<file path="src/rtl/div_if.sv">
// Divider request/response bundle between the execution stage (master) and div_16bit (slave).
// Handshake: start is sampled only on an edge where busy=0; done pulses one cycle with results valid.
interface div_if #(
  parameter int WIDTH = 16
);
  logic             start;
  logic [WIDTH-1:0] A;
  logic [WIDTH-1:0] B;
  logic             operator;
  logic [WIDTH-1:0] quotient;
  logic [WIDTH-1:0] remainder;
  logic             busy;
  logic             done;
  logic             div_by_zero;
  logic             overflow;

  modport master (
    output start, A, B, operator,
    input  quotient, remainder, busy, done, div_by_zero, overflow
  );

  modport slave (
    input  start, A, B, operator,
    output quotient, remainder, busy, done, div_by_zero, overflow
  );
endinterface

</file>
<file path="src/rtl/div_16bit.sv">
// Restoring shift-and-subtract divider, one quotient bit per clock, signed or unsigned.
// Divide-by-zero resolves in the IDLE edge; nonzero divisors take ITER CALC edges plus one FIX edge.
module div_16bit #(
  parameter int WIDTH = 16,
  parameter int ITER  = 16
) (
  input  logic       clk,
  input  logic       rst,
  div_if.slave       bus,
  output logic [1:0] dbg_state_o
);
  localparam int CW = $clog2(ITER);
  localparam logic [WIDTH-1:0] MIN_NEG = {1'b1, {(WIDTH-1){1'b0}}};

  typedef enum logic [1:0] {
    IDLE = 2'd0,
    CALC = 2'd1,
    FIX  = 2'd2
  } state_e;

  state_e           state_q, state_d;
  logic [WIDTH-1:0] dvs_q, dvs_d;
  logic [WIDTH-1:0] dvd_q, dvd_d;
  logic [WIDTH-1:0] rem_q, rem_d;
  logic [CW-1:0]    cnt_q, cnt_d;
  logic             neg_quo_q, neg_quo_d;
  logic             neg_rem_q, neg_rem_d;
  logic             ovf_pend_q, ovf_pend_d;
  logic [WIDTH-1:0] quo_q, quo_d;
  logic [WIDTH-1:0] rmd_q, rmd_d;
  logic             busy_q, busy_d;
  logic             done_q, done_d;
  logic             dbz_q, dbz_d;
  logic             ovf_q, ovf_d;

  logic [WIDTH:0]   shifted;
  logic [WIDTH-1:0] a_mag, b_mag;

  always_comb begin
    state_d    = state_q;
    dvs_d      = dvs_q;
    dvd_d      = dvd_q;
    rem_d      = rem_q;
    cnt_d      = cnt_q;
    neg_quo_d  = neg_quo_q;
    neg_rem_d  = neg_rem_q;
    ovf_pend_d = ovf_pend_q;
    quo_d      = quo_q;
    rmd_d      = rmd_q;
    busy_d     = busy_q;
    done_d     = 1'b0;
    dbz_d      = dbz_q;
    ovf_d      = ovf_q;

    a_mag   = (bus.operator && bus.A[WIDTH-1]) ? -bus.A : bus.A;
    b_mag   = (bus.operator && bus.B[WIDTH-1]) ? -bus.B : bus.B;
    // Partial remainder stays below the divisor, so WIDTH+1 bits hold the shifted value.
    shifted = {rem_q, dvd_q[WIDTH-1]};

    case (state_q)
      IDLE: begin
        if (bus.start) begin
          if (bus.B == '0) begin
            quo_d  = '1;
            rmd_d  = bus.A;
            dbz_d  = 1'b1;
            ovf_d  = 1'b0;
            done_d = 1'b1;
          end else begin
            dvs_d      = b_mag;
            dvd_d      = a_mag;
            rem_d      = '0;
            cnt_d      = '0;
            neg_quo_d  = bus.operator & (bus.A[WIDTH-1] ^ bus.B[WIDTH-1]);
            neg_rem_d  = bus.operator & bus.A[WIDTH-1];
            ovf_pend_d = bus.operator && (bus.A == MIN_NEG) && (bus.B == '1);
            busy_d     = 1'b1;
            state_d    = CALC;
          end
        end
      end
      CALC: begin
        if (shifted >= {1'b0, dvs_q}) begin
          rem_d = shifted[WIDTH-1:0] - dvs_q;
          dvd_d = {dvd_q[WIDTH-2:0], 1'b1};
        end else begin
          rem_d = shifted[WIDTH-1:0];
          dvd_d = {dvd_q[WIDTH-2:0], 1'b0};
        end
        cnt_d = cnt_q + 1'b1;
        if (cnt_q == CW'(ITER - 1)) state_d = FIX;
      end
      FIX: begin
        quo_d   = neg_quo_q ? -dvd_q : dvd_q;
        rmd_d   = neg_rem_q ? -rem_q : rem_q;
        ovf_d   = ovf_pend_q;
        dbz_d   = 1'b0;
        busy_d  = 1'b0;
        done_d  = 1'b1;
        state_d = IDLE;
      end
      default: state_d = IDLE;
    endcase
  end

  always_ff @(posedge clk or posedge rst) begin
    if (rst) begin
      state_q    <= IDLE;
      dvs_q      <= '0;
      dvd_q      <= '0;
      rem_q      <= '0;
      cnt_q      <= '0;
      neg_quo_q  <= 1'b0;
      neg_rem_q  <= 1'b0;
      ovf_pend_q <= 1'b0;
      quo_q      <= '0;
      rmd_q      <= '0;
      busy_q     <= 1'b0;
      done_q     <= 1'b0;
      dbz_q      <= 1'b0;
      ovf_q      <= 1'b0;
    end else begin
      state_q    <= state_d;
      dvs_q      <= dvs_d;
      dvd_q      <= dvd_d;
      rem_q      <= rem_d;
      cnt_q      <= cnt_d;
      neg_quo_q  <= neg_quo_d;
      neg_rem_q  <= neg_rem_d;
      ovf_pend_q <= ovf_pend_d;
      quo_q      <= quo_d;
      rmd_q      <= rmd_d;
      busy_q     <= busy_d;
      done_q     <= done_d;
      dbz_q      <= dbz_d;
      ovf_q      <= ovf_d;
    end
  end

  assign bus.quotient    = quo_q;
  assign bus.remainder   = rmd_q;
  assign bus.busy        = busy_q;
  assign bus.done        = done_q;
  assign bus.div_by_zero = dbz_q;
  assign bus.overflow    = ovf_q;
  assign dbg_state_o     = state_q;
endmodule

</file>
<file path="src/flat_wrapper.sv">
// flat-port wrapper written by rule: the top's interface ports become plain ports
module div_16bit_flat 
#(
  parameter int WIDTH = 16,
  parameter int ITER  = 16
)
  (clk, rst, dbg_state_o, bus_start, bus_A, bus_B, bus_operator, bus_quotient, bus_remainder, bus_busy, bus_done, bus_div_by_zero, bus_overflow);
  div_if #(.WIDTH(WIDTH)) bus_i ();
  input  logic clk;
  input  logic rst;
  output logic [1:0] dbg_state_o;
  input wire logic [$bits(bus_i.start)-1:0] bus_start;
  input wire logic [$bits(bus_i.A)-1:0] bus_A;
  input wire logic [$bits(bus_i.B)-1:0] bus_B;
  input wire logic [$bits(bus_i.operator)-1:0] bus_operator;
  output wire logic [$bits(bus_i.quotient)-1:0] bus_quotient;
  output wire logic [$bits(bus_i.remainder)-1:0] bus_remainder;
  output wire logic [$bits(bus_i.busy)-1:0] bus_busy;
  output wire logic [$bits(bus_i.done)-1:0] bus_done;
  output wire logic [$bits(bus_i.div_by_zero)-1:0] bus_div_by_zero;
  output wire logic [$bits(bus_i.overflow)-1:0] bus_overflow;
  assign bus_i.start = bus_start;
  assign bus_i.A = bus_A;
  assign bus_i.B = bus_B;
  assign bus_i.operator = bus_operator;
  assign bus_quotient = bus_i.quotient;
  assign bus_remainder = bus_i.remainder;
  assign bus_busy = bus_i.busy;
  assign bus_done = bus_i.done;
  assign bus_div_by_zero = bus_i.div_by_zero;
  assign bus_overflow = bus_i.overflow;
  div_16bit #(.WIDTH(WIDTH), .ITER(ITER)) u_core (.clk(clk), .rst(rst), .bus(bus_i), .dbg_state_o(dbg_state_o));
endmodule
</file>
<file path="config.mk">
export PLATFORM = sky130hd
export DESIGN_NAME = div_16bit_flat
export DESIGN_NICKNAME = d
export VERILOG_FILES = /design/src/rtl/div_if.sv /design/src/rtl/div_16bit.sv /design/src/flat_wrapper.sv
export SDC_FILE = /design/constraint.sdc
export NUM_CORES = 1
export LEC_CHECK = 0
export ABC_AREA = 1
export BUFFER_PORTS_ARGS = -buffer_cell sky130_fd_sc_hd__buf_2
export CAP_MARGIN = 40
export CORE_UTILIZATION = 38
export CTS_BUF_LIST = sky130_fd_sc_hd__clkbuf_8
export DETAILED_ROUTE_END_ITERATION = 7
export PLACE_DENSITY_LB_ADDON = 0.1
export SLEW_MARGIN = 25
export SYNTH_ARGS = -nofsm -noshare
export SYNTH_HDL_FRONTEND = slang
export SYNTH_SLANG_ARGS = --single-unit
</file>
<file path="constraint.sdc">
create_clock -name clk -period 3.5 [get_ports clk]
set_input_delay 0.7 -clock clk [delete_from_list [all_inputs] [get_ports clk]]
set_output_delay 0.7 -clock clk [all_outputs]
set_load 0.02 [all_outputs]
</file>
==> impl_metrics.prom, run 1 <==
# TYPE chip_impl_metric gauge
chip_impl_metric{name="synth_cell_types",unit=""} 42
chip_impl_info{name="synthTopCellsByArea",value="sky130_fd_sc_hd__dfrtp_1 (35%), sky130_fd_sc_hd__nand2_1 (17%), sky130_fd_sc_hd__nand3_1 (7.6%)"} 1
chip_impl_metric{name="numPortBuffers",unit=""} 73
chip_impl_metric{name="min_period_over_period",unit="%"} 67.4
chip_impl_metric{name="vias_per_cell",unit=""} 4.99
chip_impl_metric{name="worst_slew_pin_slew",unit="ps"} 702
chip_impl_info{name="most_frequently_used_cell_type_in_the_post_synthesis_netlist",value="sky130_fd_sc_hd__nand2_1"} 1
chip_impl_metric{name="drt-pass1-iter-count",unit=""} 4
chip_impl_metric{name="synth_async_sr_flop_share",unit="%"} 100
chip_impl_metric{name="wl_per_cell",unit="um"} 14.9
chip_impl_metric{name="netlist_area",unit="mm^2"} 0.00669
chip_impl_metric{name="finalWeightedCongestion",unit=""} 0.864
chip_impl_metric{name="fin_area",unit="mm^2"} 0.00748
chip_impl_metric{name="hold_viol",unit=""} 0
chip_impl_info{name="critical_path_source_type",value="flip-flop"} 1
chip_impl_metric{name="finalSetupViolCount",unit=""} 0
chip_impl_metric{name="die_h",unit="um"} 135
chip_impl_metric{name="final-max-slew-violation-count",unit=""} 0
chip_impl_metric{name="grt_use_total",unit="%"} 22.3
chip_impl_metric{name="grt_overflow",unit=""} 0
chip_impl_metric{name="synth_top_area_share",unit="%"} 34.8
chip_impl_metric{name="postCtsSetupBuffers",unit=""} 0
chip_impl_metric{name="post_cts_resize_count",unit=""} 0
chip_impl_metric{name="grt_first_pass_wirelength",unit="mm"} 31.5
chip_impl_metric{name="first_global_vias",unit=""} 5962
chip_impl_metric{name="grt_start_max_net_pins",unit=""} 47
chip_impl_metric{name="internal_power",unit="mW"} 3.39
chip_impl_metric{name="critical_path_arrival",unit="ps"} 2630
chip_impl_metric{name="layout.core_utilization",unit="%"} 43.4
chip_impl_info{name="endpoint_kind",value="flip-flop"} 1
chip_impl_metric{name="worstPathMaxFanout",unit=""} 17
chip_impl_metric{name="power.static_leakage",unit="nW"} 3.79
chip_impl_metric{name="cap_violations",unit=""} 0
chip_impl_metric{name="first_iter_violations",unit=""} 449
chip_impl_metric{name="holdBufCountCts",unit=""} 0
chip_impl_metric{name="synthesis.nets",unit=""} 1051
chip_impl_metric{name="filler_cell_count",unit=""} 1845
chip_impl_info{name="synth_area_leader_cell",value="sky130_fd_sc_hd__dfrtp_1"} 1
chip_impl_metric{name="dpl.hpwl",unit="mm"} 15.0
chip_impl_info{name="status",value="finished clean"} 1
chip_impl_metric{name="antenna_found_initial",unit=""} 0
chip_impl_info{name="crit_type",value="reg2reg"} 1
chip_impl_info{name="cts_root_buffer",value="sky130_fd_sc_hd__clkbuf_8"} 1
chip_impl_metric{name="netlist_instances",unit=""} 992
chip_impl_metric{name="pin_count",unit=""} 74
chip_impl_metric{name="clock_insertion_delay_worst_skew",unit="ps"} 390
chip_impl_metric{name="placement.cell_area",unit="mm^2"} 0.00727
chip_impl_metric{name="h-tree-depth",unit=""} 3
chip_impl_metric{name="power.share.sequential",unit="%"} 28.7
chip_impl_metric{name="cts.clk_slew.worst_paths",unit="ps"} 120
chip_impl_metric{name="max_slew_margin",unit="%"} 53.1
chip_impl_metric{name="layout-drive-gt1-share",unit="%"} 12.5
chip_impl_metric{name="layout-area-overhead-vs-synth",unit="%"} 11.8
chip_impl_metric{name="hold-worst-slack",unit="ps"} 263
chip_impl_metric{name="postRouteWirelength",unit="mm"} 19.2
chip_impl_metric{name="r2r_cells",unit=""} 11
chip_impl_metric{name="post-route-drc-count",unit=""} 0
chip_impl_metric{name="max_freq",unit="GHz"} 0.424
chip_impl_metric{name="power.switching_fraction",unit="%"} 52.3
chip_impl_info{name="yosys-top-cells-count",value="sky130_fd_sc_hd__nand2_1 (311), sky130_fd_sc_hd__inv_1 (135), sky130_fd_sc_hd__nand3_1 (102)"} 1
chip_impl_metric{name="clock_tree_sinks",unit=""} 93
chip_impl_metric{name="antennaDiodeCount",unit=""} 0
chip_impl_metric{name="chipWidth",unit="um"} 135
chip_impl_metric{name="clock_skew",unit="ps"} 22.6
chip_impl_metric{name="time_the_final_worst_path_needs_with_i_o_delays_and_setup",unit="ps"} 2360
chip_impl_metric{name="edff_count_synth",unit=""} 0
chip_impl_metric{name="power_density",unit="mW/mm^2"} 950
chip_impl_metric{name="floorplan.core_area",unit="mm^2"} 0.0172
chip_impl_metric{name="synthesis.area_per_instance",unit="um^2"} 6.75
chip_impl_metric{name="num-nets-final",unit=""} 1115
chip_impl_metric{name="fin_setup_tns",unit="ps"} 0
chip_impl_metric{name="dr_total_vias",unit=""} 6419
chip_impl_metric{name="cts_buffer_depth",unit=""} 2
chip_impl_metric{name="synth.yosys.warnings",unit=""} 0
chip_impl_info{name="grt_setup_unrepaired",value="no"} 1
chip_impl_metric{name="synth-seq-area-share",unit="%"} 34.8
chip_impl_metric{name="ant_nets",unit=""} 0
chip_impl_metric{name="initial_core_util",unit="%"} 38.8
chip_impl_metric{name="ir_worst_vdd",unit="mV"} 0.374
chip_impl_metric{name="dp_cells",unit=""} 1270
chip_impl_metric{name="switchingPower",unit="mW"} 3.72
chip_impl_metric{name="layout.cells.non_filler",unit=""} 1286
chip_impl_metric{name="power_frac_comb",unit="%"} 60.0
chip_impl_metric{name="synth_seq_cells",unit=""} 93
chip_impl_metric{name="fp.dieArea",unit="mm^2"} 0.0182
chip_impl_metric{name="clkPwrFrac",unit="%"} 11.3
chip_impl_info{name="cts_tree",value="done"} 1
chip_impl_info{name="hold_wc_path_type",value="in2async"} 1
chip_impl_metric{name="worst_ep_required_time",unit="ps"} 3770
chip_impl_metric{name="cts_made_buffers",unit=""} 9
chip_impl_metric{name="number_of_cell_rows",unit=""} 48
chip_impl_info{name="postSynth.topFlopCell",value="sky130_fd_sc_hd__dfrtp_1"} 1
[routing by layer]
metal	global-route usage (%)	up-vias	wire (um)
met2	32.9	148	8110
met5	0	-	0
met1	34.5	2958	10200
met3	2.29	14	726
li1	-	3299	-
met4	5.24	0	191
[cell type report]
type	instances	area, um^2	share of cell area [%]
Multi-Input combinational cell	730	3680	49.2
Sequential cell	93	2330	31.1
Inverter	141	534	7.14
Timing Repair Buffer	81	445	5.95
Tap cell	225	282	3.76
Clock buffer	9	124	1.66
Clock inverter	7	91.3	1.22
[flip-flops by register name, summed over array words and instances (netlist names)]
signal,cells
u_core.bus.div_by_zero,1
u_core.bus.done,1
u_core.bus.busy,1
u_core.neg_quo_q,1
u_core.ovf_pend_q,1
u_core.bus.remainder,16
u_core.neg_rem_q,1
u_core.cnt_q,4
u_core.bus.overflow,1
u_core.rem_q,16
u_core.dvd_q,16
u_core.dbg_state_o,2
u_core.bus.quotient,16
u_core.dvs_q,16
[cells by family (layout without fill, tap and decap cells)]
family                     after synthesis  in the layout  share of synthesized area (%)
and+or+nand+nor                        557            557                           36.0
buffers and inverters                  169            238                           10.4
DFF                                     93             93                           34.8
adders and majority gates               23             23                           4.41
xor gates and xnor gates                30             30                           3.93
AOI/OAI and AO/OA                      120            120                           10.5
[final timing paths]
| check | start | endpoint | slack [ps] |
|---|---|---|---|
| setup / recovery | u_core.rem_q[11] | u_core.rem_q[13] | 1140 |
| hold / removal | rst | u_core.bus.done | 260 |
| setup reg to reg | u_core.rem_q[11] | u_core.rem_q[13] | 1140 |
| hold reg to reg | u_core.bus.busy | u_core.bus.busy | 480 |
| max in group asynchronous | rst | u_core.dvs_q[3] | 2670 |
| min in group clk | u_core.bus.busy | u_core.bus.busy | 480 |
[critical path, stage by stage, from the launching register on]
cell                      delay [ps]
sky130_fd_sc_hd__dfrtp_1         470
sky130_fd_sc_hd__ha_1            410
sky130_fd_sc_hd__nand2_2         130
sky130_fd_sc_hd__inv_1            60
sky130_fd_sc_hd__a21oi_2         140
sky130_fd_sc_hd__nor2_1           80
sky130_fd_sc_hd__nor2_4          340
sky130_fd_sc_hd__nand2_4         210
sky130_fd_sc_hd__nand2_1         230
sky130_fd_sc_hd__nand2_1          70
sky130_fd_sc_hd__nand2_1          60
sky130_fd_sc_hd__nand2_1          40
[per-stage QoR]
step | setup WS [ps] | total power, mW
floorplan | 380 | 5.18
global placement | 1010 | 6.31
detailed placement | 961 | 6.32
CTS | 1140 | 7.14
global route | 929 | 7.87
finish | 1140 | 7.11
[cell usage in the layout, fill, tap and decap left out, types with 2 or more instances in the layout]
cell,synthesis,final
sky130_fd_sc_hd__clkinv_1,3,3
sky130_fd_sc_hd__buf_2,11,73
sky130_fd_sc_hd__clkbuf_8,0,9
sky130_fd_sc_hd__nor2_1,82,80
sky130_fd_sc_hd__dfrtp_1,93,93
sky130_fd_sc_hd__o22ai_1,4,4
sky130_fd_sc_hd__inv_1,135,134
sky130_fd_sc_hd__nor2_4,2,2
sky130_fd_sc_hd__nand3_1,102,102
sky130_fd_sc_hd__nand3_2,6,6
sky130_fd_sc_hd__and2_1,3,3
sky130_fd_sc_hd__a21oi_2,5,5
sky130_fd_sc_hd__nor2_2,8,10
sky130_fd_sc_hd__xor2_1,22,22
sky130_fd_sc_hd__a22oi_1,4,4
sky130_fd_sc_hd__nand4_1,15,15
sky130_fd_sc_hd__nand3b_1,4,4
sky130_fd_sc_hd__nor3_1,16,16
sky130_fd_sc_hd__nand2_1,311,311
sky130_fd_sc_hd__ha_1,22,22
sky130_fd_sc_hd__o21a_1,5,5
sky130_fd_sc_hd__xnor2_1,8,8
sky130_fd_sc_hd__inv_4,1,2
sky130_fd_sc_hd__nand2_4,3,3
sky130_fd_sc_hd__o31ai_1,2,2
sky130_fd_sc_hd__inv_6,0,2
sky130_fd_sc_hd__inv_2,2,2
sky130_fd_sc_hd__a21oi_1,25,25
sky130_fd_sc_hd__o21ai_0,57,57
sky130_fd_sc_hd__a22o_1,2,2
sky130_fd_sc_hd__nand2_2,3,3
sky130_fd_sc_hd__o221ai_1,3,3
sky130_fd_sc_hd__o211ai_1,10,10
sky130_fd_sc_hd__buf_4,3,7
[power groups by stage]
stage	Sequential [mW]	Clock, mW	Combinational [mW]
after floorplan	2.02	0	3.16
after global placement	2.05	0	4.25
after detailed placement	2.05	0	4.26
after CTS	2.04	0.822	4.28
after global routing	2.11	0.868	4.90
final	2.04	0.803	4.26
Note: power is estimated with default switching activity, not from simulation.
==> run 2, diff against run 1 <==
clock period = 2.2 ns   (was 3.5 ns; I/O delays follow)
==> run 2 against run 1 <==
Compared with the run above:
- routed wire length is 2.9% higher
- highest routed layer unchanged
- non-clock buffer count up 26
- power grew 65%
- count of clock-buffer cells in the layout unchanged
- critical path depth unchanged
- via count grew 1.2%
- global-route usage is 1.1 points higher
- die area unchanged
- clock skew fell by 3.1 ps
==> impl_metrics.prom, run 2 (synthesis gave the netlist of run 1 again) <==
# TYPE chip_impl_metric gauge
chip_impl_metric{name="regArea",unit="mm^2"} 0.00233
chip_impl_metric{name="drt-pass1-iter-count",unit=""} 5
chip_impl_metric{name="clock_tree_sinks",unit=""} 93
chip_impl_metric{name="number_of_cell_rows",unit=""} 48
chip_impl_metric{name="dp_cells",unit=""} 1296
chip_impl_metric{name="max_slew_margin",unit="%"} 59.8
chip_impl_metric{name="path_buf_inv",unit=""} 2
chip_impl_metric{name="layout-area-overhead-vs-synth",unit="%"} 15.0
chip_impl_metric{name="cts_made_buffers",unit=""} 9
chip_impl_metric{name="cts_buffer_depth",unit=""} 2
chip_impl_metric{name="min_period_over_period",unit="%"} 90.9
chip_impl_metric{name="ant_nets",unit=""} 0
chip_impl_metric{name="filler_cell_count",unit=""} 1845
chip_impl_metric{name="numPortBuffers",unit=""} 73
chip_impl_metric{name="grt_start_max_net_pins",unit=""} 31
chip_impl_metric{name="post-route-drc-count",unit=""} 0
chip_impl_metric{name="max_freq",unit="GHz"} 0.500
chip_impl_info{name="cp_slowest_cell",value="sky130_fd_sc_hd__dfrtp_1"} 1
chip_impl_info{name="cts_tree",value="done"} 1
chip_impl_metric{name="finalSetupViolCount",unit=""} 0
chip_impl_metric{name="layout.cells.non_filler",unit=""} 1312
chip_impl_metric{name="fin_area",unit="mm^2"} 0.00770
chip_impl_metric{name="antennaDiodeCount",unit=""} 0
chip_impl_metric{name="power_density",unit="mW/mm^2"} 1520
chip_impl_metric{name="num-nets-final",unit=""} 1141
chip_impl_metric{name="final-max-slew-violation-count",unit=""} 0
chip_impl_info{name="grt_setup_unrepaired",value="no"} 1
chip_impl_metric{name="grt_use_total",unit="%"} 23.3
chip_impl_metric{name="vias_per_cell",unit=""} 4.95
chip_impl_info{name="critical_path_source_type",value="flip-flop"} 1
chip_impl_metric{name="area_taken_by_multi_input_logic_gates",unit="mm^2"} 0.00368
chip_impl_metric{name="wl_per_cell",unit="um"} 15.1
chip_impl_metric{name="finalWeightedCongestion",unit=""} 0.903
chip_impl_metric{name="dr_total_vias",unit=""} 6495
chip_impl_metric{name="grt_overflow",unit=""} 0
chip_impl_metric{name="clock_insertion_delay_worst_skew",unit="ps"} 400
chip_impl_metric{name="postCtsSetupBuffers",unit=""} 0
chip_impl_metric{name="grt_first_pass_wirelength",unit="mm"} 32.6
chip_impl_metric{name="first_global_vias",unit=""} 6062
chip_impl_metric{name="cts.clk_slew.worst_paths",unit="ps"} 120
chip_impl_info{name="status",value="finished clean"} 1
chip_impl_metric{name="die_h",unit="um"} 135
chip_impl_metric{name="antenna_found_initial",unit=""} 0
chip_impl_info{name="cpLargestDelayFamily",value="adder cells"} 1
chip_impl_metric{name="crit_path_max_incr_delay",unit="ps"} 420
chip_impl_metric{name="cap_violations",unit=""} 0
chip_impl_info{name="hold_wc_path_type",value="in2async"} 1
chip_impl_metric{name="worst_slew_pin_slew",unit="ps"} 602
chip_impl_metric{name="initial_core_util",unit="%"} 38.8
chip_impl_metric{name="h-tree-depth",unit=""} 3
chip_impl_info{name="highest_count_cells_in_the_layout_ignoring_fill_and_taps",value="sky130_fd_sc_hd__nand2_1 (311), sky130_fd_sc_hd__inv_1 (133), sky130_fd_sc_hd__nand3_1 (101), sky130_fd_sc_hd__dfrtp_1 (93), sky130_fd_sc_hd__nor2_1 (80)"} 1
chip_impl_metric{name="floorplan.core_area",unit="mm^2"} 0.0172
chip_impl_info{name="cts_root_buffer",value="sky130_fd_sc_hd__clkbuf_8"} 1
chip_impl_metric{name="clock_skew",unit="ps"} 19.5
chip_impl_metric{name="placement.cell_area",unit="mm^2"} 0.00748
chip_impl_metric{name="postRouteWirelength",unit="mm"} 19.8
chip_impl_info{name="cp_cell_sequence",value="inv_2, ha_1, inv_1, fa_1, nand3_1, nand3_2, a21oi_1, xor2_1, nand2_1, nand3_1, nand2_1"} 1
chip_impl_metric{name="time_the_final_worst_path_needs_with_i_o_delays_and_setup",unit="ps"} 2000
chip_impl_metric{name="worstPathMaxFanout",unit=""} 4
chip_impl_metric{name="fin_setup_tns",unit="ps"} 0
chip_impl_info{name="endpoint_kind",value="flip-flop"} 1
chip_impl_metric{name="pin_count",unit=""} 74
chip_impl_metric{name="fp.dieArea",unit="mm^2"} 0.0182
chip_impl_metric{name="worst_ep_required_time",unit="ps"} 2480
chip_impl_info{name="crit_type",value="reg2reg"} 1
chip_impl_metric{name="dpl.hpwl",unit="mm"} 15.7
chip_impl_metric{name="layout-drive-gt1-share",unit="%"} 14.8
chip_impl_metric{name="critical_path_arrival",unit="ps"} 2280
chip_impl_info{name="layout_commonest_cell",value="sky130_fd_sc_hd__nand2_1"} 1
chip_impl_metric{name="power.static_leakage",unit="nW"} 3.92
chip_impl_metric{name="ir_worst_vdd",unit="mV"} 0.501
chip_impl_metric{name="chipWidth",unit="um"} 135
chip_impl_metric{name="hold_viol",unit=""} 0
chip_impl_metric{name="first_iter_violations",unit=""} 392
run 2: changes by cell type in the layout (fill, tap and decap cells not counted), sizes merged:
cell / change
buf: +26
clkinv: -2
clkinvlp: +1
inv: +1
run 2: power by group:
part	switching [mW]	internal [mW]
registers	0.638	2.45
logic	4.63	2.72
clock network	0.723	0.554
total	5.99	5.72
run 2: routing by layer:
metal,routed length (um),GRT usage [%],vias to the layer above
li1,-,-,3356
met1,10300,36.0,2970
met2,8400,34.0,150
met3,890,3.15,19
met4,232,5.43,0
met5,0,0,-
run 2: cell type report:
| cell class | instances | share of cell area (%) |
|---|---|---|
| Multi-Input combinational cell | 730 | 47.9 |
| Sequential cell | 93 | 30.2 |
| Timing Repair Buffer | 107 | 8.55 |
| Inverter | 141 | 6.96 |
| Tap cell | 225 | 3.66 |
| Clock buffer | 9 | 1.61 |
| Clock inverter | 7 | 1.12 |
run 2: path summary, 6_finish.rpt:
check | from | endpoint | slack, ps | cells after the start
max | u_core.dvd_q[15] | u_core.rem_q[8] | 200 | 11
min | rst | u_core.dvd_q[2] | 100 | 2
max reg2reg | u_core.dvd_q[15] | u_core.rem_q[8] | 200 | 11
min reg2reg | u_core.bus.remainder[1] | u_core.bus.remainder[1] | 490 | 2
max in group asynchronous | rst | u_core.rem_q[3] | 1410 | 3
min in group clk | bus_B[15] | u_core.dvs_q[15] | 350 | 3
run 2: timing repair:
action,4_1_cts,5_1_grt
hold buffers,0,0
setup endpoints to repair,0,3
resized for setup,0,2
run 2: metrics by stage:
step                util [%]  worst slack, ps  hold slack (ps)  total power, mW
floorplan                  -              325              449             8.24
global placement        43.4              202              459             10.4
detailed placement      43.4              136              461             10.5
CTS                     44.6              122             95.8             11.8
global route            44.7             10.7              111             12.9
finish                  44.7              200             98.6             11.7
